## src/rtl/machine_csr.sv

```systemverilog
// Machine-mode CSR file and trap responder for the kleine-riscv core.
// Holds mstatus/mie/mip/mtvec/mscratch/mepc/mcause, answers the CSR
// read/write port, applies trap and mret updates from writeback, and
// reports gated interrupt pending lines back to writeback.
// Optional feature macro: MACHINE_CSR_COUNTERS_EN (64-bit mcycle/minstret
// plus read-only cycle/time/instret shadows).
module machine_csr #(
    parameter logic [31:0] MTVEC_RESET = 32'h0000_0000,
    parameter logic [31:0] HART_ID     = 32'd0
) (
    input  logic        clk,
    input  logic        reset,
    input  logic [11:0] read_address,
    output logic [31:0] read_data,
    input  logic        write_enable,
    input  logic [11:0] write_address,
    input  logic [31:0] write_data,
    input  logic        traped,
    input  logic        mret,
    input  logic        retired,
    input  logic [3:0]  ecause,
    input  logic        interupt,
    input  logic [31:0] ecp,
    input  logic        ext_software,
    input  logic        ext_timer,
    input  logic        ext_external,
    output logic        sip,
    output logic        tip,
    output logic        eip,
    output logic [31:0] trap_vector,
    output logic [31:0] mret_vector
);

    localparam logic [11:0] A_MSTATUS   = 12'h300;
    localparam logic [11:0] A_MISA      = 12'h301;
    localparam logic [11:0] A_MIE       = 12'h304;
    localparam logic [11:0] A_MTVEC     = 12'h305;
    localparam logic [11:0] A_MSCRATCH  = 12'h340;
    localparam logic [11:0] A_MEPC      = 12'h341;
    localparam logic [11:0] A_MCAUSE    = 12'h342;
    localparam logic [11:0] A_MIP       = 12'h344;
    localparam logic [11:0] A_MHARTID   = 12'hF14;
    localparam logic [31:0] MISA_VALUE  = 32'h4000_0100;

    // Interrupt enable/pending bits live at positions 3, 7, 11 (software,
    // timer, external); they are stored packed as [0], [1], [2].
    logic        mstatus_mie_q,  mstatus_mie_d;
    logic        mstatus_mpie_q, mstatus_mpie_d;
    logic [2:0]  mie_q,          mie_d;
    logic [2:0]  mip_q;
    logic [29:0] mtvec_q,        mtvec_d;
    logic [31:0] mscratch_q,     mscratch_d;
    logic [29:0] mepc_q,         mepc_d;
    logic        mcause_int_q,   mcause_int_d;
    logic [3:0]  mcause_code_q,  mcause_code_d;

    // A trap cancels the CSR write of the instruction it interrupts.
    logic        csr_we;
    logic [2:0]  mie_wbits;
    logic [2:0]  irq_pending;
    logic [31:0] mie_rdata;
    logic [31:0] mip_rdata;
    logic [31:0] counter_rdata;

    assign csr_we = write_enable & ~traped;

    genvar gi;
    generate
        for (gi = 0; gi < 3; gi++) begin : g_irq
            assign mie_wbits[gi]   = write_data[4*gi+3];
            assign irq_pending[gi] = mip_q[gi] & mie_q[gi] & mstatus_mie_q;
        end
    endgenerate

    assign mie_rdata = {20'd0, mie_q[2], 3'd0, mie_q[1], 3'd0, mie_q[0], 3'd0};
    assign mip_rdata = {20'd0, mip_q[2], 3'd0, mip_q[1], 3'd0, mip_q[0], 3'd0};

    assign sip         = irq_pending[0];
    assign tip         = irq_pending[1];
    assign eip         = irq_pending[2];
    assign trap_vector = {mtvec_q, 2'b00};
    assign mret_vector = {mepc_q, 2'b00};

    // Next-state for the trap/mret/write-controlled registers (trap > mret > write).
    always_comb begin
        mstatus_mie_d  = mstatus_mie_q;
        mstatus_mpie_d = mstatus_mpie_q;
        mie_d          = mie_q;
        mtvec_d        = mtvec_q;
        mscratch_d     = mscratch_q;
        mepc_d         = mepc_q;
        mcause_int_d   = mcause_int_q;
        mcause_code_d  = mcause_code_q;
        if (csr_we) begin
            case (write_address)
                A_MSTATUS: begin
                    mstatus_mie_d  = write_data[3];
                    mstatus_mpie_d = write_data[7];
                end
                A_MIE:      mie_d      = mie_wbits;
                A_MTVEC:    mtvec_d    = write_data[31:2];
                A_MSCRATCH: mscratch_d = write_data;
                A_MEPC:     mepc_d     = write_data[31:2];
                A_MCAUSE: begin
                    mcause_int_d  = write_data[31];
                    mcause_code_d = write_data[3:0];
                end
                default: ;
            endcase
        end
        if (traped) begin
            mepc_d         = ecp[31:2];
            mcause_int_d   = interupt;
            mcause_code_d  = ecause;
            mstatus_mpie_d = mstatus_mie_q;
            mstatus_mie_d  = 1'b0;
        end else if (mret) begin
            mstatus_mie_d  = mstatus_mpie_q;
            mstatus_mpie_d = 1'b1;
        end
    end

    // State register; mip samples the level request lines every cycle.
    always_ff @(posedge clk) begin
        if (reset) begin
            mstatus_mie_q  <= 1'b0;
            mstatus_mpie_q <= 1'b0;
            mie_q          <= 3'd0;
            mip_q          <= 3'd0;
            mtvec_q        <= MTVEC_RESET[31:2];
            mscratch_q     <= 32'd0;
            mepc_q         <= 30'd0;
            mcause_int_q   <= 1'b0;
            mcause_code_q  <= 4'd0;
        end else begin
            mstatus_mie_q  <= mstatus_mie_d;
            mstatus_mpie_q <= mstatus_mpie_d;
            mie_q          <= mie_d;
            mip_q          <= {ext_external, ext_timer, ext_software};
            mtvec_q        <= mtvec_d;
            mscratch_q     <= mscratch_d;
            mepc_q         <= mepc_d;
            mcause_int_q   <= mcause_int_d;
            mcause_code_q  <= mcause_code_d;
        end
    end

`ifdef MACHINE_CSR_COUNTERS_EN
    logic [63:0] mcycle_q,   mcycle_d;
    logic [63:0] minstret_q, minstret_d;
    logic        unused_bits;

    assign unused_bits = ^ecp[1:0];

    // A software write to either half replaces it and skips that cycle's increment.
    always_comb begin
        mcycle_d   = mcycle_q + 64'd1;
        minstret_d = retired ? minstret_q + 64'd1 : minstret_q;
        if (csr_we && write_address == 12'hB00) mcycle_d = {mcycle_q[63:32], write_data};
        if (csr_we && write_address == 12'hB80) mcycle_d = {write_data, mcycle_q[31:0]};
        if (csr_we && write_address == 12'hB02) minstret_d = {minstret_q[63:32], write_data};
        if (csr_we && write_address == 12'hB82) minstret_d = {write_data, minstret_q[31:0]};
    end

    // Counter registers.
    always_ff @(posedge clk) begin
        if (reset) begin
            mcycle_q   <= 64'd0;
            minstret_q <= 64'd0;
        end else begin
            mcycle_q   <= mcycle_d;
            minstret_q <= minstret_d;
        end
    end

    // Counter read decode, including the user-level read-only shadows.
    always_comb begin
        case (read_address)
            12'hB00, 12'hC00, 12'hC01: counter_rdata = mcycle_q[31:0];
            12'hB80, 12'hC80, 12'hC81: counter_rdata = mcycle_q[63:32];
            12'hB02, 12'hC02:          counter_rdata = minstret_q[31:0];
            12'hB82, 12'hC82:          counter_rdata = minstret_q[63:32];
            default:                   counter_rdata = 32'd0;
        endcase
    end
`else
    logic unused_bits;

    assign unused_bits   = ^{retired, ecp[1:0]};
    assign counter_rdata = 32'd0;
`endif

    // Combinational CSR read mux; unimplemented addresses fall through to 0.
    always_comb begin
        case (read_address)
            A_MSTATUS:  read_data = {19'd0, 2'b11, 3'd0, mstatus_mpie_q, 3'd0, mstatus_mie_q, 3'd0};
            A_MISA:     read_data = MISA_VALUE;
            A_MIE:      read_data = mie_rdata;
            A_MTVEC:    read_data = {mtvec_q, 2'b00};
            A_MSCRATCH: read_data = mscratch_q;
            A_MEPC:     read_data = {mepc_q, 2'b00};
            A_MCAUSE:   read_data = {mcause_int_q, 27'd0, mcause_code_q};
            A_MIP:      read_data = mip_rdata;
            A_MHARTID:  read_data = HART_ID;
            default:    read_data = counter_rdata;
        endcase
    end

endmodule

```

## config.mk

```make
export PLATFORM = sky130hd
export DESIGN_NAME = machine_csr
export DESIGN_NICKNAME = d
export VERILOG_FILES = /design/src/rtl/machine_csr.sv
export SDC_FILE = /design/constraint.sdc
export NUM_CORES = 1
export LEC_CHECK = 0
export ABC_CLOCK_PERIOD_IN_PS = 2600
export CAP_MARGIN = 15
export CORE_MARGIN = 4
export CORE_UTILIZATION = 47
export DETAILED_ROUTE_END_ITERATION = 8
export PLACE_DENSITY = 0.86
export SLEW_MARGIN = 20
export SYNTH_ARGS = -nofsm -noshare
export SYNTH_HDL_FRONTEND = slang
export SYNTH_SLANG_ARGS = --single-unit
```

## constraint.sdc

```tcl
create_clock -name clk -period 2.6 [get_ports clk]
set_input_delay 0.26 -clock clk [delete_from_list [all_inputs] [get_ports clk]]
set_output_delay 0.26 -clock clk [all_outputs]
set_load 0.01 [all_outputs]
```

==> run_results.csv, run 1 <==
group,metric,value,unit
status,status,"finished clean",
sta,finalClockSkew,0.0005553,ns
placement,gp_congestion,0.8883,
yosys,yosysMostFrequentCell,"nand2_1",
floorplanning,initial_core_util,0.4820,
floorplanning,die_y,110.9,µm
yosys,synth_area_leaders,"dfxtp_1 42%, nand2_1 9.7%, nor3_1 7.1%",
route,first_pass_iters,7,
placement,hpwl,12720,µm
sta,finalHoldViolations,0,
clock_network,clock_latency,0.36,ns
layout,fin_nets,933,
global_route,grt-ovfl-total,0,
yosys,syn_avg_cell_area,7.799,µm²
clock_network,hold_buffers,0,
clock_network,cts_tree,"yes",
worst_setup_path,critPathCaptureType,"output pin",
yosys,synth_top_area_cell,"dfxtp_1",
clock_network,ctsLongestPathBuffers,2,
worst_setup_path,worstPathRequired,2.34,ns
worst_setup_path,worstRegToRegCells,3,
sta,setup_slack,0.04241,ns
global_route,grt_max_degree,86,
route,first_iter_violations,492,
global_route,grt_pass1_wl,27640,µm
global_route,grt_usage,0.2702,
layout,register_area,2102,µm²
worst_setup_path,r2r_end,"mstatus_mie_q",
floorplanning,num_rows,37,
layout,fillers,796,
min_path,hold_path_end,"mepc_q[8]",
sta,min_period,2.558,ns
yosys,synth-seq-cells,105,
flow_run,max_cap_viol_count,0,
global_route,antenna_found_initial,0,
route,via_per_inst,5.769,
placement,place_ws,-0.2979,ns
sta,final-max-slew-violation-count,0,
worst_setup_path,worst-setup-path-type,"input port to output pin",
sta,fin_crit_sh,0.9837,
sta,max_freq,391.0,MHz
route,wirelength,17540,µm
route,detail-route-antenna-nets,0,
clock_network,cts_buffers,9,
sta,worstMarginPinSlew,0.7584,ns
yosys,ys_top_cells_by_count,"129 x nand2_1, 105 x dfxtp_1, 71 x nor3_1, 70 x a21oi_1, 41 x nor2b_1",
floorplanning,dieWidth,110.9,µm
floorplanning,pin_count,201,
layout,layout-drive-gt1-share,0.1017,
clock_network,htree_levels,3,
power_and_ir_drop,power_per_cell_area,435.0,nW/µm²
yosys,synth_edf_count,0,
clock_network,cts_root_buffer,"clkbuf_8",
global_route,grt_pass1_vias,5665,
power_and_ir_drop,p_leak,2.821,nW
sta,rsz0062_at_grt,"true",
route,wl_per_cell,18.05,µm
clock_network,clkTransAtPathRegs,0.11,ns
layout,multi_input_area,2525,µm²
min_path,hold_path.class,"input port to register",
yosys,syn-instance-count,638,
min_path,hold_depth,3,
placement,port_buffers,193,
yosys,async_reset_ff_frac,0,
sta,tns,0,ns
power_and_ir_drop,total_power,0.003196,W
layout,n_antenna_cell,0,
yosys,yosys_most_used_dff,"dfxtp_1",
sta,slew_headroom,0.4944,
worst_setup_path,r2r_start,"mstatus_mie_q",
yosys,synthDominantCellAreaShare,0.4224,
yosys,seq_area_frac_synth,0.4224,
worst_setup_path,startpoint,"read_address[9]",
sta,setup_viol,0,
clock_network,clock-sinks,105,
yosys,ys_types,43,
floorplanning,coreArea,10320,µm²
yosys,syn-cell-area,4976,µm²
power_and_ir_drop,ir_worst_vdd,0.2927,mV
sta,fin_hold_ws,0.4013,ns
worst_setup_path,critPathArrivalTime,2.30,ns
route,vias,5607,
worst_setup_path,r2r_slack,1.72,ns
floorplanning,dieArea,12300,µm²
min_path,hp-start,"traped",
yosys,ys_warn_count,0,
worst_setup_path,start_kind,"input port",
worst_setup_path,cp_max_fo,8,
route,drc,0,
layout,area_growth,47.62,%
[through the flow]
stage               cells  cell area, µm²  utilization
finish                972            7346       0.7116
global route          972            7346       0.7116
CTS                   964            7296       0.7067
detailed placement    948            7096       0.6873
global placement      948            7096       0.6873
floorplan             641            4987            -
[cells by family after synthesis]
group,Yosys count,share of synthesized area
AO/OA/AOI/OAI,110,0.1418
flip-flops,105,0.4224
other,1,0.0007536
AND/OR/NAND/NOR,329,0.3447
buffers and inverters,87,0.07568
multiplexers,6,0.01458
[layer usage]
metal / track usage / routed length (µm) / up-vias
met5: 0 / 0 / -
met4: 0.1067 / 567 / 0
met3: 0.07369 / 1562 / 52
met2: 0.4628 / 8642 / 295
met1: 0.3204 / 6771 / 2623
li1: - / - / 2637
[sequential cells by signal (all words and copies together), names as in the netlist]
| signal | flops |
|---|---|
| mcause_code_q | 4 |
| mcause_int_q | 1 |
| mepc_q | 30 |
| mie_q | 3 |
| mip_q | 3 |
| mscratch_q | 32 |
| mstatus_mie_q | 1 |
| mstatus_mpie_q | 1 |
| mtvec_q | 30 |
[cell type report]
| cell class | count | share of cell area |
|---|---|---|
| multi-input combinational | 449 | 0.3437 |
| clock inverter | 7 | 0.01175 |
| timing repair buffer | 237 | 0.3035 |
| sequential | 105 | 0.2862 |
| tap | 136 | 0.02316 |
| inverter | 29 | 0.01482 |
| clock buffer | 9 | 0.01686 |
[worst max-delay path, cell delays in order]
cell and delay (ns):
clkdlybuf4s50_1 0.44, or4bb_4 0.57, buf_4 0.17, nor4_4 0.21, buf_6 0.20, buf_4 0.15, a222oi_1 0.10, inv_1 0.07
clkbuf_2 0.12
[worst max path at each step]
stage	slack, ns	to
6_report	0.04	read_data[17]
5_1_grt	-0.03	read_data[19]
4_1_cts	-0.22	read_data[15]
3_5_place_dp	-0.30	read_data[31]
3_3_place_gp	-0.26	read_data[8]
2_1_floorplan	0.65	read_data[2]
[repair_timing]
item                       4_1_cts  5_1_grt
setup endpoints to repair       32       28
cloned                           0        1
pin swaps                        2        3
resized for setup               34       39
setup buffers                    0        8
[cell usage in the layout (no fill, tap or decap), types with 4 or more instances in the layout]
cell type and n:
nor3_1 71, a222oi_1 22, a22oi_1 4, clkbuf_8 9, inv_1 29, nor3b_1 6
mux2i_1 5, clkdlybuf4s50_1 159, buf_6 7, a21oi_1 70, buf_4 38, nor2_1 9
o21ai_0 5, nand4_1 7, clkdlybuf4s15_1 10, clkbuf_2 9, dlygate4sd2_1 9, nor2b_1 41
nand2_1 129, nor4_1 37, conb_1 4, and3_1 5, dfxtp_1 105
[power by group]
| part | total (W) | leakage, nW | internal [W] | switching, W |
|---|---|---|---|---|
| registers | 0.00168 | 0.856 | 0.00165 | 0.0000348 |
| clock network | 0.00106 | 0.107 | 0.000464 | 0.000599 |
| logic | 0.000447 | 1.86 | 0.000259 | 0.000189 |
| total | 0.00320 | 2.82 | 0.00237 | 0.000823 |
(Power assumes the default switching activity.)
==> run 2, diff against run 1 <==
--- a/config.mk
+++ b/config.mk
@@ -5,10 +5,11 @@
 export SDC_FILE = /design/constraint.sdc
 export NUM_CORES = 1
 export LEC_CHECK = 0
+export ABC_AREA = 1
 export ABC_CLOCK_PERIOD_IN_PS = 2600
 export CAP_MARGIN = 15
 export CORE_MARGIN = 4
-export CORE_UTILIZATION = 47
+export CORE_UTILIZATION = 48
 export DETAILED_ROUTE_END_ITERATION = 8
 export PLACE_DENSITY = 0.86
 export SLEW_MARGIN = 20
==> run 2 against run 1 <==
  * Die area is 3.9% higher
  * Global-route usage is 0.40 points higher
  * Clock power is 10% lower
  * Critical path type unchanged
  * Maximum frequency is 5.8% higher
  * Via count is 5.0% higher
  * Core utilization is 2.2 points lower
  * Critical endpoint is now read_data[23]
  * First-iteration DRC count is 23% lower
  * Synthesized cell count is 30% higher
  * Final area is 1.7% higher
  * Sequential share of layout area is 0.47 points lower
  * Clock-buffer cell count stayed put
  * Largest cell class unchanged
  * Hold slack worse by 0.019 ns
==> run_results.csv, run 2 <==
group,metric,value,unit
status,status,"finished clean",
layout,area_growth,41.00,%
yosys,synthDominantCellAreaShare,0.3968,
layout,fin_nets,1106,
layout,layout-drive-gt1-share,0.05853,
worst_setup_path,worstPathRequired,2.34,ns
power_and_ir_drop,power_per_cell_area,413.0,nW/µm²
worst_setup_path,r2r_start,"mstatus_mie_q",
sta,tns,0,ns
yosys,yosysMostFrequentCell,"nand2_1",
clock_network,clock_latency,0.36,ns
global_route,grt_max_degree,45,
worst_setup_path,critPathCaptureType,"output pin",
worst_setup_path,cp_max_fo,14,
yosys,synth_area_leaders,"dfxtp_1 40%, nand2_1 18%, nor2_1 12%",
sta,finalClockSkew,0.001559,ns
yosys,yosys_most_used_dff,"dfxtp_1",
floorplanning,die_y,113.1,µm
yosys,syn-instance-count,831,
yosys,synth_top_area_cell,"dfxtp_1",
worst_setup_path,r2r_end,"mstatus_mpie_q",
route,via_per_inst,5.130,
floorplanning,initial_core_util,0.4887,
min_path,hold_path.class,"input port to register",
yosys,ys_top_cells_by_count,"261 x nand2_1, 163 x nor2_1, 105 x dfxtp_1, 85 x nand3_1, 61 x o21ai_1",
route,detail-route-antenna-nets,0,
yosys,ys_types,27,
worst_setup_path,worstRegToRegCells,4,
placement,dp.cells,1133,
layout,largest-register,"mscratch_q",
power_and_ir_drop,ir_worst_vdd,0.3356,mV
global_route,grt_pass1_wl,28130,µm
route,first_iter_violations,381,
yosys,seq_area_frac_synth,0.3968,
worst_setup_path,worstSetupEndpoint,"read_data[23]",
layout,largest_register_ffs,32,
layout,n_antenna_cell,0,
power_and_ir_drop,p_leak,3.270,nW
layout,layout.cells.non_filler,1148,
sta,slew_headroom,0.5967,
yosys,async_reset_ff_frac,0,
clock_network,cts_buffers,9,
clock_network,hold_buffers,0,
sta,setup_viol,0,
clock_network,clock-sinks,105,
worst_setup_path,critPathArrivalTime,2.16,ns
sta,finalHoldViolations,0,
route,first_pass_iters,5,
yosys,syn_avg_cell_area,6.375,µm²
floorplanning,pin_count,201,
floorplanning,dieWidth,113.1,µm
floorplanning,coreArea,10840,µm²
sta,max_freq,413.8,MHz
yosys,ys_warn_count,0,
yosys,synth_edf_count,0,
sta,worstMarginPinSlew,0.6041,ns
layout,mostFrequentLayoutCells,"261 x nand2_1, 179 x clkdlybuf4s50_1, 163 x nor2_1",
clock_network,cts_tree,"yes",
placement,gp_congestion,0.9536,
worst_setup_path,r2r_slack,1.74,ns
placement,hpwl,12130,µm
clock_network,ctsLongestPathBuffers,2,
flow_run,max_cap_viol_count,0,
yosys,syn-cell-area,5298,µm²
worst_setup_path,startpoint,"read_address[0]",
yosys,synth-seq-cells,105,
min_path,hold_depth,4,
placement,port_buffers,193,
sta,min_period,2.417,ns
route,wl_per_cell,15.20,µm
global_route,grt-ovfl-total,0,
sta,final-max-slew-violation-count,0,
floorplanning,dieArea,12780,µm²
worst_setup_path,worst-setup-path-type,"input port to output pin",
layout,reg_top3,"mscratch_q (32), mepc_q (30), mtvec_q (30)",
floorplanning,num_rows,38,
route,drc,0,
global_route,grt_pass1_vias,5643,
global_route,antenna_found_initial,0,
global_route,grt_usage,0.2742,
clock_network,cts_root_buffer,"clkbuf_8",
sta,rsz0062_at_grt,"false",
route,wirelength,17450,µm
worst_setup_path,start_kind,"input port",
clock_network,clkTransAtPathRegs,0.09,ns
sta,fin_crit_sh,0.9295,
layout,mostFrequentLayoutCell,"nand2_1",
route,vias,5889,
clock_network,htree_levels,3,
## run 2: cell types whose count changed after synthesis, moves of 22 or more
cell,before,now
nor2_1,10,163
nor4_1,37,0
o21ai_1,0,61
a222oi_1,22,0
clkbuf_1,37,14
nor2b_1,41,0
nor3_1,71,0
nand2_1,129,261
a21oi_1,70,38
nand3_1,3,85
## run 2: final cells by class
class / instances / area [µm²]
timing repair buffer: 211 / 2150
clock inverter: 6 / 51.30
multi-input combinational: 639 / 2715
clock buffer: 9 / 123.9
sequential: 105 / 2102
inverter: 38 / 152.6
tap: 140 / 175.2
fill: 973 / 3371
## run 2: cell families (layout without fill, tap and decap cells)
| family | count (synthesis) | in the layout | share of synthesized area |
|---|---|---|---|
| compound gates | 106 | 106 | 0.1008 |
| other cells | 1 | 4 | 0.0007079 |
| buf+inv | 90 | 264 | 0.09282 |
| flops | 105 | 105 | 0.3968 |
| simple gates | 529 | 529 | 0.4088 |
## run 2: worst max-delay path, cell delays in order
cell and delay, ns:
clkdlybuf4s50_1 0.48, inv_1 0.05, nor2_1 0.12, nand2_1 0.11
inv_2 0.09, nand2_2 0.07, inv_4 0.12, buf_12 0.16
nand2_1 0.06, nand3_1 0.09, clkdlybuf4s50_1 0.54
## run 2: stage by stage
stage                 util  setup slack [ns]  hold slack, ns  total power, W  area [µm²]
floorplan                -             1.202          0.3670        0.001910        5309
global placement    0.6700            0.1457          0.4621        0.002161        7263
detailed placement  0.6700            0.1446          0.4725        0.002168        7263
CTS                 0.6862            0.1325          0.3673        0.003102        7438
global route        0.6891           0.02918          0.3902        0.003219        7470
finish              0.6891            0.1834          0.3819        0.003085        7470
## run 2: worst min-delay path by stage
stage | startpoint | end | slack, ns
floorplan | ext_software | mip_q[0] | 0.37
global placement | mscratch_q[5] | mscratch_q[5] | 0.46
detailed placement | mscratch_q[14] | mscratch_q[14] | 0.47
CTS | traped | mepc_q[12] | 0.37
global route | traped | mepc_q[10] | 0.39
finish | traped | mcause_code_q[1] | 0.38
## run 2: metal layers
metal	global-route usage	vias to the layer above	share of wire
li1	-	2979	-
met1	0.3287	2667	0.40
met2	0.4731	210	0.49
met3	0.07059	33	0.082
met4	0.1010	0	0.027
met5	0	-	0
## run 2: report_power, final
part	total, W	switching (W)	internal (W)
clock network	0.000951	0.000592	0.000359
logic	0.000464	0.000221	0.000243
registers	0.00167	0.0000265	0.00164
## run 2: repair_timing
item,CTS,global route
buffers inserted,0,0
endpoints found under the setup margin,0,16
resized for setup,0,15
